### src/rtl/mem_arb_pkg.sv
// Shared types for the IF/MEM single-port RAM arbiter.
package mem_arb_pkg;

    localparam int CNT_W = 3;

    typedef enum logic {
        IDLE,
        BUSY
    } state_e;

    typedef enum logic [1:0] {
        OWN_NONE,
        OWN_IF,
        OWN_MEM
    } owner_e;

endpackage

### src/rtl/arb_starve_counter.sv
// Saturating count of MEM grants that IF has had to sit through.
module arb_starve_counter
    import mem_arb_pkg::*;
#(
    parameter int MAX = 4
) (
    input  logic clk,
    input  logic reset,
    input  logic inc,
    input  logic clr,
    output logic sat
);

    localparam logic [CNT_W-1:0] MAX_C = CNT_W'(MAX);

    logic [CNT_W-1:0] count_q, count_d;

    always_comb begin
        count_d = count_q;
        if (clr) begin
            count_d = '0;
        end else if (inc && (count_q != MAX_C)) begin
            count_d = count_q + CNT_W'(1);
        end
    end

    always_ff @(posedge clk or posedge reset) begin
        if (reset) begin
            count_q <= '0;
        end else begin
            count_q <= count_d;
        end
    end

    assign sat = (count_q == MAX_C);

endmodule

### src/rtl/mem_port_arbiter.sv
// Shares one fixed-latency single-port RAM between IF and MEM, MEM first,
// with a starvation guard for IF and branch-flush cancellation of fetches.
module mem_port_arbiter
    import mem_arb_pkg::*;
#(
    parameter int ADDR_W     = 32,
    parameter int DATA_W     = 32,
    parameter int MEM_LAT    = 2,
    parameter int STARVE_MAX = 4
) (
    input  logic              clk,
    input  logic              reset,
    input  logic              if_req,
    input  logic [ADDR_W-1:0] if_addr,
    input  logic              if_flush,
    output logic              if_gnt,
    output logic              if_rvalid,
    output logic [DATA_W-1:0] if_rdata,
    input  logic              mem_req,
    input  logic              mem_we,
    input  logic [ADDR_W-1:0] mem_addr,
    input  logic [DATA_W-1:0] mem_wdata,
    output logic              mem_gnt,
    output logic              mem_rvalid,
    output logic [DATA_W-1:0] mem_rdata,
    output logic              ram_en,
    output logic              ram_we,
    output logic [ADDR_W-1:0] ram_addr,
    output logic [DATA_W-1:0] ram_wdata,
    input  logic [DATA_W-1:0] ram_rdata
);

    localparam logic [CNT_W-1:0] LAT_INIT = CNT_W'(MEM_LAT - 1);

    state_e           state_q, state_d;
    owner_e           owner_q, owner_d;
    logic [CNT_W-1:0] cnt_q, cnt_d;
    logic             cancel_q, cancel_d;
    logic             store_q, store_d;

    logic done, arb_ok, grant_if, grant_mem, starve_sat;

    // Gating with reset keeps every output at 0 the moment reset rises.
    always_comb begin
        done      = !reset && (state_q == BUSY) && (cnt_q == '0);
        arb_ok    = !reset && ((state_q == IDLE) || done);
        grant_if  = arb_ok && if_req && (starve_sat || !mem_req);
        grant_mem = arb_ok && mem_req && !grant_if;
    end

    arb_starve_counter #(
        .MAX (STARVE_MAX)
    ) u_starve (
        .clk   (clk),
        .reset (reset),
        .inc   (grant_mem && if_req),
        .clr   (grant_if || !if_req),
        .sat   (starve_sat)
    );

    always_comb begin
        if_gnt     = grant_if;
        mem_gnt    = grant_mem;
        ram_en     = grant_if || grant_mem;
        ram_we     = grant_mem && mem_we;
        ram_addr   = grant_mem ? mem_addr : (grant_if ? if_addr : '0);
        ram_wdata  = (grant_mem && mem_we) ? mem_wdata : '0;
        if_rvalid  = done && (owner_q == OWN_IF) && !cancel_q && !if_flush;
        mem_rvalid = done && (owner_q == OWN_MEM);
        if_rdata   = if_rvalid ? ram_rdata : '0;
        mem_rdata  = (mem_rvalid && !store_q) ? ram_rdata : '0;
    end

    always_comb begin
        state_d  = state_q;
        owner_d  = owner_q;
        cnt_d    = cnt_q;
        cancel_d = cancel_q;
        store_d  = store_q;
        if (state_q == BUSY) begin
            if (cnt_q != '0) begin
                cnt_d = cnt_q - CNT_W'(1);
            end
            if ((owner_q == OWN_IF) && if_flush) begin
                cancel_d = 1'b1;
            end
        end
        // A back-to-back grant at completion overrides the return to IDLE.
        if (grant_if || grant_mem) begin
            state_d  = BUSY;
            owner_d  = grant_if ? OWN_IF : OWN_MEM;
            cnt_d    = LAT_INIT;
            cancel_d = grant_if && if_flush;
            store_d  = grant_mem && mem_we;
        end else if (done) begin
            state_d  = IDLE;
            owner_d  = OWN_NONE;
            cancel_d = 1'b0;
            store_d  = 1'b0;
        end
    end

    always_ff @(posedge clk or posedge reset) begin
        if (reset) begin
            state_q  <= IDLE;
            owner_q  <= OWN_NONE;
            cnt_q    <= '0;
            cancel_q <= 1'b0;
            store_q  <= 1'b0;
        end else begin
            state_q  <= state_d;
            owner_q  <= owner_d;
            cnt_q    <= cnt_d;
            cancel_q <= cancel_d;
            store_q  <= store_d;
        end
    end

endmodule

### config.mk
export PLATFORM = sky130hd
export DESIGN_NAME = mem_port_arbiter
export DESIGN_NICKNAME = d
export VERILOG_FILES = /design/src/rtl/mem_arb_pkg.sv /design/src/rtl/arb_starve_counter.sv /design/src/rtl/mem_port_arbiter.sv
export SDC_FILE = /design/constraint.sdc
export NUM_CORES = 1
export LEC_CHECK = 0
export CORE_AREA = 2 2 103 105
export CTS_CLUSTER_SIZE = 20
export DETAILED_ROUTE_END_ITERATION = 8
export DIE_AREA = 0 0 105 107
export PLACE_DENSITY = 0.77
export RECOVER_POWER = 50
export SYNTH_ARGS = -nofsm -noshare
export SYNTH_HDL_FRONTEND = slang
export SYNTH_SLANG_ARGS = --single-unit
### constraint.sdc
create_clock -name clk -period 2.3 [get_ports clk]
set_clock_uncertainty 0.05 [all_clocks]
set_input_delay 0.345 -clock clk [delete_from_list [all_inputs] [get_ports clk]]
set_output_delay 0.345 -clock clk [all_outputs]
set_load 0.1 [all_outputs]
# ---- After elaboration in Yosys (flattened, before gate mapping)
# Cells that the tools add are included.
dict set report totals {
  word_cells 71
  regBits 11
  output_inout_bits 134
  inputBits 134
}
dict set report op_classes {
  add_sub_neg 2
  bitwise 1
  mux 20
  n_reduce_logical 38
  n_eq_ne 4
}
# op n
set ops {}
lappend ops {{$mux 32} 5}
lappend ops {{$logic_and 1x1->1} 17}
lappend ops {{$mux 3} 5}
lappend ops {{$reduce_bool 3->1} 3}
lappend ops {{$reduce_bool 2->1} 4}
lappend ops {{$logic_not 1->1} 7}
lappend ops {{$mux 1} 7}
lappend ops {{$mux 2} 3}
lappend ops {{$logic_or 1x1->1} 4}
lappend ops {{$reduce_and 2->1} 2}
lappend ops {{$add 3x1->3 const B} 1}
lappend ops {{$eq 3x3->1 const B} 1}
lappend ops {{$logic_not 3->1} 1}
lappend ops {{$ne 3x3->1 const B} 1}
lappend ops {{$sub 3x1->3 const B} 1}
lappend ops {{$eq 2x1->1 const B} 1}
lappend ops {{$eq 2x2->1 const B} 1}
lappend ops {{$not 1->1} 1}

# ---- Depth between registers and ports, before layout
# Gate-level depths: netlist (run 1).
dict set report depth {
  depth_word 13
  depth_mapped 7
  mapped_depth_nobuf 6
}

# ---- Modules after synthesis
# From an unflattened synthesis (run 1), not the netlist that was laid out.
dict set report unflattened {
  cells_unflattened 219
  hier_area_um2 1696.6
}
# module cells_per_inst n_inst seq_area_each_um2 area_per_inst_um2
set modules_own_cells {}
lappend modules_own_cells {mem_port_arbiter 200 1 200.2 1495.2}
lappend modules_own_cells {arb_starve_counter 19 1 75.1 201.4}

# ---- Worst setup path before layout (run 1)
# No wires, ideal clock.
dict set report synth_timing {
  path_type {register -> output}
  start {reg cnt_q[0]}
  end {out ram_en}
  path_stages_with_launch 7
  path_buffers 1
  path_slack_ns -1.279
  t_required_ns 1.905
  t_arrival_ns 3.184
  path_cell_list {dfrtp_1 -> inv_1 -> ha_1 -> ha_1 -> nor2b_1 -> buf_2 -> nor3_1}
}
dict set report synth_between {
  elab_chain_len 9
  word_cells_on_any_way 10
  cone_classes {reduce/logical (10)}
}
# item line_no
set synth_lines {}
lappend synth_lines {{start: declaration} mem_port_arbiter.sv:37} ;# logic [CNT_W-1:0] cnt_q, cnt_d;
lappend synth_lines {{start signal: assignment} mem_port_arbiter.sv:113} ;# cnt_q <= cnt_d;
lappend synth_lines {{$logic_not 3->1 *} mem_port_arbiter.sv:45} ;# done = !reset && (state_q == BUSY) && (cnt_q == '0);
lappend synth_lines {{$logic_and 1x1->1 *} mem_port_arbiter.sv:45}
lappend synth_lines {{$logic_or 1x1->1 *} mem_port_arbiter.sv:46} ;# arb_ok = !reset && ((state_q == IDLE) || done);
lappend synth_lines {{$logic_and 1x1->1 *} mem_port_arbiter.sv:46}
lappend synth_lines {{$logic_and 1x1->1 (2 in a row)} mem_port_arbiter.sv:47} ;# grant_if = arb_ok && if_req && (starve_sat || !mem_req);
lappend synth_lines {{$logic_not 1->1} mem_port_arbiter.sv:48} ;# grant_mem = arb_ok && mem_req && !grant_if;
lappend synth_lines {{$logic_and 1x1->1} mem_port_arbiter.sv:48}
lappend synth_lines {{$logic_or 1x1->1 *} mem_port_arbiter.sv:64} ;# ram_en = grant_if || grant_mem;
lappend synth_lines {{end: declaration} mem_port_arbiter.sv:26} ;# output logic ram_en,
# Mark *: on every way between the ends. The rest lies on a longest branch, timed or not.

# ---- Worst setup path after layout (run 1)
dict set report layout_timing {
  start {reg cnt_q[0]}
  end {out if_rdata[5]}
}
dict set report layout_between {
  elab_chain_len 6
}
# item line_no
set layout_lines {}
lappend layout_lines {{$logic_not 3->1} mem_port_arbiter.sv:45}
lappend layout_lines {{$logic_and 1x1->1} mem_port_arbiter.sv:45}
lappend layout_lines {{$logic_and 1x1->1 (3 in a row)} mem_port_arbiter.sv:68} ;# if_rvalid = done && (owner_q == OWN_IF) && !cancel_q && !if_flush;
lappend layout_lines {{$mux 32} mem_port_arbiter.sv:70} ;# if_rdata = if_rvalid ? ram_rdata : '0;
lappend layout_lines {{end: declaration} mem_port_arbiter.sv:18} ;# output logic [DATA_W-1:0] if_rdata,
# Every way passes these cells.

==> flow_summary.ini, run 1 <==
[sta]
achievable-frequency_ghz = 0.401
maxSlewHeadroom = 0.512
period_utilization = 1.08
finalCriticalPeriod_ps = 2490
setup_ws_ps = -192
setup_repair_after_global_routing_missed_its_margin = true
worst_pin_slew_ps = 732
setup_viol = 132
slew_violations = 0
finalHoldViolCount = 0

[run]
max_cap_violations = 0

[detailed_routing]
ant_nets = 0
detailedRoute.firstIterationViolations = 239
routed_via_density = 4.84
route.detailed.wl_per_inst_um = 19.1
drc = 0
vias_post_dr = 3565
drt_pre_antenna_iters = 4
routed_wire_length_mm = 14.1

[final_layout]
post_layout_net_count = 739
share_of_cells_above_drive_strength_1 = 0.580
fillers = 663
synthToLayoutAreaGrowth_pct = 269
layout.cells.non_filler = 737

[clock_network]
cts_buffer_depth = 2
worst_skew_pair.late_latency_ps = 240
ctsRootBufferMaster = sky130_fd_sc_hd__clkbuf_8
postCtsHoldBufs = 0
clkSinkCount = 11
tritoncts = done
h-tree-depth = 1
path_clk_slew_ps = 50
cts_made_buffers = 3

[synth]
synth_simple_gate_area_share = 0.440
yosys_warnings = 0
synth-xor-area-share = 0.00435
ys_seq_area_frac = 0.137
synth_edf_count = 0
synth.top_cell.area_share = 0.298
synth-seq-cells = 11
cell_types_with_the_highest_counts_after_synthesis = sky130_fd_sc_hd__and2_1 (96), sky130_fd_sc_hd__o311ai_0 (34), sky130_fd_sc_hd__a21oi_1 (33), sky130_fd_sc_hd__nand3_1 (33), sky130_fd_sc_hd__clkbuf_1 (26)
dominant_combinational_cell_family_by_area_after_synthesis = simple AND/OR/NAND/NOR gates
synth_top_cells_by_area = sky130_fd_sc_hd__and2_1 (30%), sky130_fd_sc_hd__o311ai_0 (15%), sky130_fd_sc_hd__dfrtp_1 (14%)
postSynth.asyncResetShare = 1.00
post-synth-top-area-cell = sky130_fd_sc_hd__and2_1
post_synth_num_cell_types = 32
synth_compound_area_frac = 0.299
synth.avg_cell_area_sq_um = 6.88
syn_nets = 431
synth.cell_area_sq_um = 2020
muxShareOfSynthArea = 0
synth_most_common_cell = sky130_fd_sc_hd__and2_1
synth-adder-area-share = 0.0248
most_instantiated_flip_flop_cell_in_the_synthesis_netlist = sky130_fd_sc_hd__dfrtp_1
post_synth_inst_count = 293

[placement]
place_ws_ps = -166
number_of_input_and_output_port_buffers_inserted = 267
placed_cells = 717
gp_congestion = 0.787
post-dp-hpwl_mm = 10.9

[critical_path]
critPathLaunchType = flip-flop
critPathRequiredTime_ps = 1900
cp_data_arrival_time_ps = 2100
reg2reg_slack_ps = 450
critical_path_endpoint_category = output pin
crit_path_max_fanout = 4
worst_setup_path_category = reg2out

[floorplanning]
initial_standard_cell_utilization_of_the_core = 0.200
die_width_um = 105
dieHeight_um = 107
die_footprint_sq_um = 11200
core_sq_um = 10100
rows = 37
floorplan.io_pins = 268

[power_and_ir_drop]
power.density_cell_area_nw_per_um2 = 470
fin_total_pwr_w = 0.00350
leakage_nw = 2.86
power.ir.vdd_worst_mv = 0.360

[grt]
grt_antenna_before_repair = 1
track_usage = 0.235
grt_first_pass_wirelength_mm = 21.1
grt_pass1_vias = 3820
grt_start_max_net_pins = 35
use_met3 = 0.0638
grtUsageMet1 = 0.244
groute.layer.met2.usage = 0.456
grt_most_used_layer = met2
grt-ovfl-total = 0

[hold_path]
worst_hold_path_type = reg2reg

[status]
status = finished, violations left
violations = setup timing
[cell type report]
class / instances / area [sq um] / area share
sequential: 11 / 275 / 0.0370
tap: 136 / 170 / 0.0228
clock buffer: 4 / 45.0 / 0.00605
multi-input combinational: 239 / 2190 / 0.294
antenna: 1 / 2.50 / 0.000336
inverter: 9 / 33.8 / 0.00454
timing repair buffer: 337 / 4730 / 0.635
[worst paths after layout]
kind / start / end / cells past startpoint
max in group asynchronous: reset / cnt_q[2] / 4
hold reg to reg: owner_q[0] / owner_q[0] / 1
setup reg to reg: cnt_q[0] / cnt_q[2] / 9
setup / recovery: cnt_q[0] / if_rdata[5] / 9
hold / removal: owner_q[0] / owner_q[0] / 1
min in group asynchronous: reset / u_starve.count_q[0] / 4
[per-stage QoR]
step                TNS, ps  instance area, sq um   util  hold WS, ps
finish               -16920                  7450  0.738          485
global route         -25880                  7450  0.738          512
CTS                  -18310                  7360  0.729          462
detailed placement    -9540                  7120  0.706          450
global placement      -5150                  7120  0.706          437
floorplan             -3060                  2650      -          185
[critical path, stage by stage, from the launching register on]
cell	delay (ps)
sky130_fd_sc_hd__dfrtp_1	380
sky130_fd_sc_hd__inv_2	80
sky130_fd_sc_hd__ha_4	140
sky130_fd_sc_hd__ha_4	120
sky130_fd_sc_hd__nand3b_1	130
sky130_fd_sc_hd__nor4_4	340
sky130_fd_sc_hd__buf_6	180
sky130_fd_sc_hd__clkbuf_16	140
sky130_fd_sc_hd__and2_4	150
sky130_fd_sc_hd__buf_12	170
[power breakdown]
group	switching, W	internal [W]	leakage (nW)
registers	0.0000581	0.000264	0.138
clock network	0.0000811	0.000122	0.0228
logic	0.00176	0.00121	2.70
total	0.00190	0.00160	2.86
[kinds of logic (layout without fill, tap and decap cells)]
family,after synthesis,in the layout
AND/OR/NAND/NOR,152,152
buffers and inverters,43,350
XOR/XNOR,1,1
AO/OA/AOI/OAI,82,82
flip-flops,11,11
adder cells (fa/ha/maj),4,4
other,0,1
[cells in the final DEF (no fill, tap or decap), types with 2 or more instances in the layout]
master                            Yosys  final
sky130_fd_sc_hd__nand2_1              5      4
sky130_fd_sc_hd__a211oi_1             2      2
sky130_fd_sc_hd__clkbuf_16            0      2
sky130_fd_sc_hd__o21ai_0              2      2
sky130_fd_sc_hd__nor2_1               6      4
sky130_fd_sc_hd__ha_4                 0      2
sky130_fd_sc_hd__buf_6                4      5
sky130_fd_sc_hd__clkbuf_1            26      2
sky130_fd_sc_hd__clkdlybuf4s50_1      0    133
sky130_fd_sc_hd__o2bb2ai_1            2      2
sky130_fd_sc_hd__nand3_1             33     33
sky130_fd_sc_hd__buf_4                0     51
sky130_fd_sc_hd__inv_1                9      7
sky130_fd_sc_hd__and2_2               0     29
sky130_fd_sc_hd__o311ai_0            34     21
sky130_fd_sc_hd__o311ai_1             0     13
sky130_fd_sc_hd__and2_4               0     67
sky130_fd_sc_hd__a32o_1               2      2
sky130_fd_sc_hd__a21o_1               2      2
sky130_fd_sc_hd__clkbuf_8             0      3
sky130_fd_sc_hd__buf_12               0    143
sky130_fd_sc_hd__nor3_4               0      2
sky130_fd_sc_hd__inv_2                0      2
sky130_fd_sc_hd__nand2b_1             3      3
sky130_fd_sc_hd__dfrtp_1             11     11
sky130_fd_sc_hd__a21oi_4              0     32
[state kept, by name, indices dropped and copies added, names as in the netlist]
name / count
cancel_q: 1
cnt_q: 3
owner_q: 2
state_q: 1
store_q: 1
u_starve.count_q: 3
[what timing repair did]
action,in CTS,in global routing
gates cloned,3,3
gates resized for setup,32,23
endpoints found under the setup margin,132,133
pin swaps,18,14
setup buffers,7,4
[metal layers]
metal  vias to the layer above  wire length (um)
met5                         -                 0
met4                         0               479
met3                        26              1160
met2                       196              7530
met1                      1675              4890
li1                       1668                 -
Power figures use the tool's default switching activity.
==> run 2, diff against run 1 <==
GPL_TIMING_DRIVEN = 0   (was unset)
==> run 2 against run 1 <==
The flow still finishes with violations (setup timing). Worst hold slack lost 1.7 ps. Sequential cell count stayed put. Combinational power grew 6%. First-iteration DRC count is 18% lower. Highest routed layer unchanged. Register-to-register slack about the same. Setup slack worse by 200 ps. Clock power is 4% lower. Total power increased by 4.6%.
==> flow_summary.ini, run 2 (synthesized netlist as in run 1, its figures left out) <==
[detailed_routing]
vias_post_dr = 3731
route.detailed.wl_per_inst_um = 22.2
detailedRoute.firstIterationViolations = 196
routed_via_density = 5.01
drc = 0
routed_wire_length_mm = 16.5
ant_nets = 0
drt_pre_antenna_iters = 4

[grt]
grt-ovfl-total = 0
track_usage = 0.256
grt_pass1_vias = 3986
grt_antenna_before_repair = 1
grt_first_pass_wirelength_mm = 22.7
grt_start_max_net_pins = 15

[sta]
achievable-frequency_ghz = 0.371
worst_pin_slew_ps = 880
period_utilization = 1.17
maxSlewHeadroom = 0.406
setup_repair_after_global_routing_missed_its_margin = true
slew_violations = 0
finalHoldViolCount = 0
setup_viol = 131
finalCriticalPeriod_ps = 2700
setup_ws_ps = -397

[power_and_ir_drop]
power.density_cell_area_nw_per_um2 = 459
leakage_nw = 2.98
p_switching_w = 0.00203
power.share.sequential = 0.088
p_int_w = 0.00163
power.ir.vdd_worst_mv = 0.367
pwr-share-comb = 0.859
p_clk_frac = 0.053
p_sw_frac = 0.554

[floorplanning]
core_sq_um = 10100
dieHeight_um = 107
die_footprint_sq_um = 11200
die_width_um = 105
rows = 37
initial_standard_cell_utilization_of_the_core = 0.200
floorplan.io_pins = 268

[clock_network]
cts_buffer_depth = 2
ctsRootBufferMaster = sky130_fd_sc_hd__clkbuf_8
clkSinkCount = 11
worst_skew_pair.late_latency_ps = 240
path_clk_slew_ps = 50
cts_made_buffers = 3
tritoncts = done
postCtsHoldBufs = 0
h-tree-depth = 1

[placement]
gp_congestion = 0.787
placedInstanceArea_sq_um = 5490
post-dp-hpwl_mm = 9.54
number_of_input_and_output_port_buffers_inserted = 267
placed_cells = 696

[critical_path]
critical_path_endpoint_category = output pin
reg2reg_slack_ps = 460
critPathLaunchType = flip-flop
critical_path.max_stage_delay_ps = 370
r2r.worst_path.cells = 7
worst_setup_path_category = reg2out
path_cells = inv_2 -> ha_4 -> a21bo_4 -> a2111oi_4 -> buf_4 -> buf_6 -> buf_6 -> buf_6 -> buf_6 -> and2_4 -> buf_12
critPathRequiredTime_ps = 1900
crit_path_max_fanout = 4
cp_common_cell = sky130_fd_sc_hd__buf_6
cp_data_arrival_time_ps = 2300
cpMaxStageDelayCell = sky130_fd_sc_hd__dfrtp_1

[final_layout]
share_of_cells_above_drive_strength_1 = 0.651
finalCoreUtilization = 0.791
layout.cell_area.non_filler_sq_um = 7980
layout.cells.non_filler = 744
layout_top_registers = cnt_q: 3 flops, u_starve.count_q: 3 flops, owner_q: 2 flops
post_layout_net_count = 746
mostFrequentLayoutCells = sky130_fd_sc_hd__clkdlybuf4s50_1 (130), sky130_fd_sc_hd__buf_12 (121), sky130_fd_sc_hd__and2_4 (96)
final_common_cell = sky130_fd_sc_hd__clkdlybuf4s50_1
synthToLayoutAreaGrowth_pct = 296

[hold_path]
worst_hold_path_type = reg2reg
whs_path_depth = 1

[status]
status = finished, violations left
violations = setup timing

[run]
max_cap_violations = 0
[run 2: cell count changes in the layout (fill, tap and decap cells not counted), sizes merged]
| cell | previous run | this run |
|---|---|---|
| clkinvlp | 0 | 2 |
| dlygate4sd2 | 0 | 2 |
| clkdlybuf4s15 | 0 | 1 |
| buf | 201 | 190 |
| clkbuf | 7 | 25 |
| inv | 9 | 7 |
| clkdlybuf4s50 | 133 | 130 |
[run 2: power by group through the flow]
stage          registers, W  clock network [W]  logic [W]
2_1_floorplan      0.000304                  0    0.00172
3_3_place_gp       0.000313                  0    0.00230
3_5_place_dp       0.000317                  0    0.00234
4_1_cts            0.000317           0.000198    0.00291
5_1_grt            0.000327           0.000212    0.00325
6_report           0.000321           0.000195    0.00315
[run 2: routing by layer]
layer  wire [um]  part of all wire  vias to the layer above  track usage
li1            -                 -                     1691            -
met1        5780              0.35                     1800        0.259
met2        8800              0.53                      202        0.492
met3        1300             0.078                       38       0.0699
met4         667             0.040                        0        0.106
met5           0                 0                        -            0
[run 2: area by class of cell]
| class | count | area, sq um |
|---|---|---|
| Buffer | 29 | 357 |
| Tap cell | 136 | 170 |
| Clock buffer | 4 | 45.0 |
| Inverter | 9 | 38.8 |
| Antenna cell | 1 | 2.50 |
| Timing Repair Buffer | 315 | 4340 |
| Multi-Input combinational cell | 239 | 2750 |
| Sequential cell | 11 | 275 |
| Fill cell | 548 | 2110 |
[run 2: what timing repair did]
action,CTS,global route
setup endpoints to repair,134,132
resized for setup,1336,111
setup buffers,31,12
pin swaps,34,20
cloned,4,3
[run 2: path summary, 6_finish.rpt]
| check | startpoint | endpoint |
|---|---|---|
| hold reg to reg | owner_q[0] | owner_q[0] |
| hold / removal | owner_q[0] | owner_q[0] |
| max in group asynchronous | reset | store_q |
| setup / recovery | u_starve.count_q[0] | ram_wdata[7] |
| setup reg to reg | cnt_q[0] | u_starve.count_q[1] |
| min in group asynchronous | reset | u_starve.count_q[0] |
[run 2: critical path, delay by kind of cell, from the launching register on]
kind	cells	cell delay (ps)
compound gates	2	580
fa+ha+maj	1	160
buf+inv	7	800
flops	1	370
simple gates	1	140
[run 2: stage by stage]
| stage | TNS, ps | hold WS [ps] | worst slack, ps | total power, W |
|---|---|---|---|---|
| 3_5_place_dp | -201730 | 430 | -1780 | 0.00266 |
| 6_report | -28320 | 483 | -397 | 0.00366 |
| 4_1_cts | -22910 | 459 | -469 | 0.00343 |
| 3_3_place_gp | -201250 | 420 | -1770 | 0.00262 |
| 2_1_floorplan | -3060 | 185 | -65.7 | 0.00202 |
| 5_1_grt | -41090 | 501 | -494 | 0.00379 |
==> run 3, diff against run 2 <==
TNS_END_PERCENT = 50   (was unset)
==> run 3 against run 2 <==
The run still ends with setup timing left. Combinational power fell by 6%. Global-route usage fell by 1.8 points. Design area fell by 4.9%. Register-to-register slack improved by 110 ps. Sequential share of layout area rose by 0.18 points. Sequential power barely moved. Largest power group unchanged.
==> flow_summary.ini, run 3 (synthesized netlist as in run 1, its figures left out) <==
[status]
status = finished, violations left
violations = setup timing

[final_layout]
final_common_cell = sky130_fd_sc_hd__clkdlybuf4s50_1
finalCoreUtilization = 0.752
synthToLayoutAreaGrowth_pct = 276
share_of_cells_above_drive_strength_1 = 0.620
post_layout_net_count = 726
mostFrequentLayoutCells = sky130_fd_sc_hd__clkdlybuf4s50_1 (130), sky130_fd_sc_hd__buf_12 (128), sky130_fd_sc_hd__and2_4 (92)
layout_top_registers = cnt_q: 3 flops, u_starve.count_q: 3 flops, owner_q: 2 flops

[detailed_routing]
drc = 0
detailedRoute.firstIterationViolations = 193
routed_via_density = 4.94
drt_pre_antenna_iters = 4
routed_wire_length_mm = 15.1
vias_post_dr = 3573
route.detailed.wl_per_inst_um = 20.8
ant_nets = 0

[run]
max_cap_violations = 0

[critical_path]
crit_path_max_fanout = 7
critPathLaunchType = flip-flop
worst_setup_path_category = reg2out
critical_path_endpoint_category = output pin
critPathLaunch = u_starve.count_q[1]
cp_data_arrival_time_ps = 2120
critPathRequiredTime_ps = 1900
r2r_path_start = cnt_q[1]

[power_and_ir_drop]
power.density_cell_area_nw_per_um2 = 460
power.ir.vdd_worst_mv = 0.440
leakage_nw = 2.84

[floorplanning]
dieHeight_um = 107
rows = 37
floorplan.io_pins = 268
initial_standard_cell_utilization_of_the_core = 0.200
core_sq_um = 10100
die_footprint_sq_um = 11200
die_width_um = 105

[sta]
worst_pin_slew_ps = 836
setup_ws_ps = -214
finalSetupTns_ps = -16130
setup_repair_after_global_routing_missed_its_margin = true
finalCriticalPeriod_ps = 2510
setup_viol = 99
maxSlewHeadroom = 0.435
finalHoldViolCount = 0
achievable-frequency_ghz = 0.398
period_utilization = 1.09
final.hold.worst_slack_ps = 470
slew_violations = 0

[clock_network]
cts_made_buffers = 3
ctsRootBufferMaster = sky130_fd_sc_hd__clkbuf_8
cts_buffer_depth = 2
path_clk_slew_ps = 50
postCtsHoldBufs = 0
clkSinkCount = 11
tritoncts = done
worst_skew_pair.late_latency_ps = 240
h-tree-depth = 1

[placement]
post-dp-hpwl_mm = 9.21
gp_congestion = 0.842
number_of_input_and_output_port_buffers_inserted = 267
place_ws_ps = -1710

[hold_path]
worst_hold_path_type = reg2reg
hold_path_startpoint = owner_q[0]

[grt]
grt_antenna_before_repair = 1
grt_first_pass_wirelength_mm = 21.4
track_usage = 0.238
grt-ovfl-total = 0
grt_pass1_vias = 3736
grt_start_max_net_pins = 15
[run 3: cell types whose count changed in the layout (fill, tap and decap cells not counted), sizes merged]
cell	previous run	this run
buf	190	165
clkbuf	25	31
clkdlybuf4s15	1	0
clkinvlp	2	1
inv	7	8
[run 3: worst paths after layout]
kind                                  endpoint  slack (ps)  cells after the start
setup reg to reg                    owner_q[1]         570                      6
max in group asynchronous             cancel_q        1020                      3
hold reg to reg                     owner_q[0]         470                      1
setup / recovery                 ram_wdata[11]        -210                      9
hold / removal                      owner_q[0]         470                      1
min in group asynchronous  u_starve.count_q[2]         740                      3
[run 3: area by class of cell]
cell class	count	area, sq um
sequential	11	275
fill	598	2510
tap	136	170
timing repair buffer	290	4190
clock buffer	4	45.0
inverter	9	35.0
buffer	34	357
multi-input combinational	239	2510
antenna	1	2.50
[run 3: stage by stage]
step / total power (W) / cells / cell area [sq um]
floorplan: 0.00201 / 293 / 2550
global placement: 0.00260 / 696 / 5400
detailed placement: 0.00263 / 696 / 5400
CTS: 0.00327 / 714 / 7140
global route: 0.00365 / 724 / 7590
finish: 0.00349 / 724 / 7590
[run 3: timing repair]
action	CTS	global route
setup buffers	9	7
resized for setup	1312	99
cloned	5	2
pin swaps	66	14
endpoints found under the setup margin	134	134
[run 3: critical path: stages (launching register included)]
cell and delay (ps):
sky130_fd_sc_hd__dfrtp_1 380, sky130_fd_sc_hd__inv_2 60, sky130_fd_sc_hd__ha_4 160, sky130_fd_sc_hd__a21bo_1 190, sky130_fd_sc_hd__buf_6 130, sky130_fd_sc_hd__a2111oi_4 290
sky130_fd_sc_hd__buf_6 200, sky130_fd_sc_hd__clkbuf_16 150, sky130_fd_sc_hd__and2_4 150, sky130_fd_sc_hd__buf_12 170
[run 3: routing by layer]
layer | share of wire | global-route usage | wire length, um
met4 | 0.026 | 0.0533 | 395
met1 | 0.36 | 0.266 | 5450
met2 | 0.53 | 0.452 | 7990
met5 | 0 | 0 | 0
met3 | 0.082 | 0.0590 | 1240
[run 3: power breakdown]
part / internal (W) / switching (W) / total, W / leakage, nW
logic: 0.00116 / 0.00181 / 0.00297 / 2.68
clock network: 0.000122 / 0.0000761 / 0.000198 / 0.0228
registers: 0.000264 / 0.0000557 / 0.000320 / 0.138
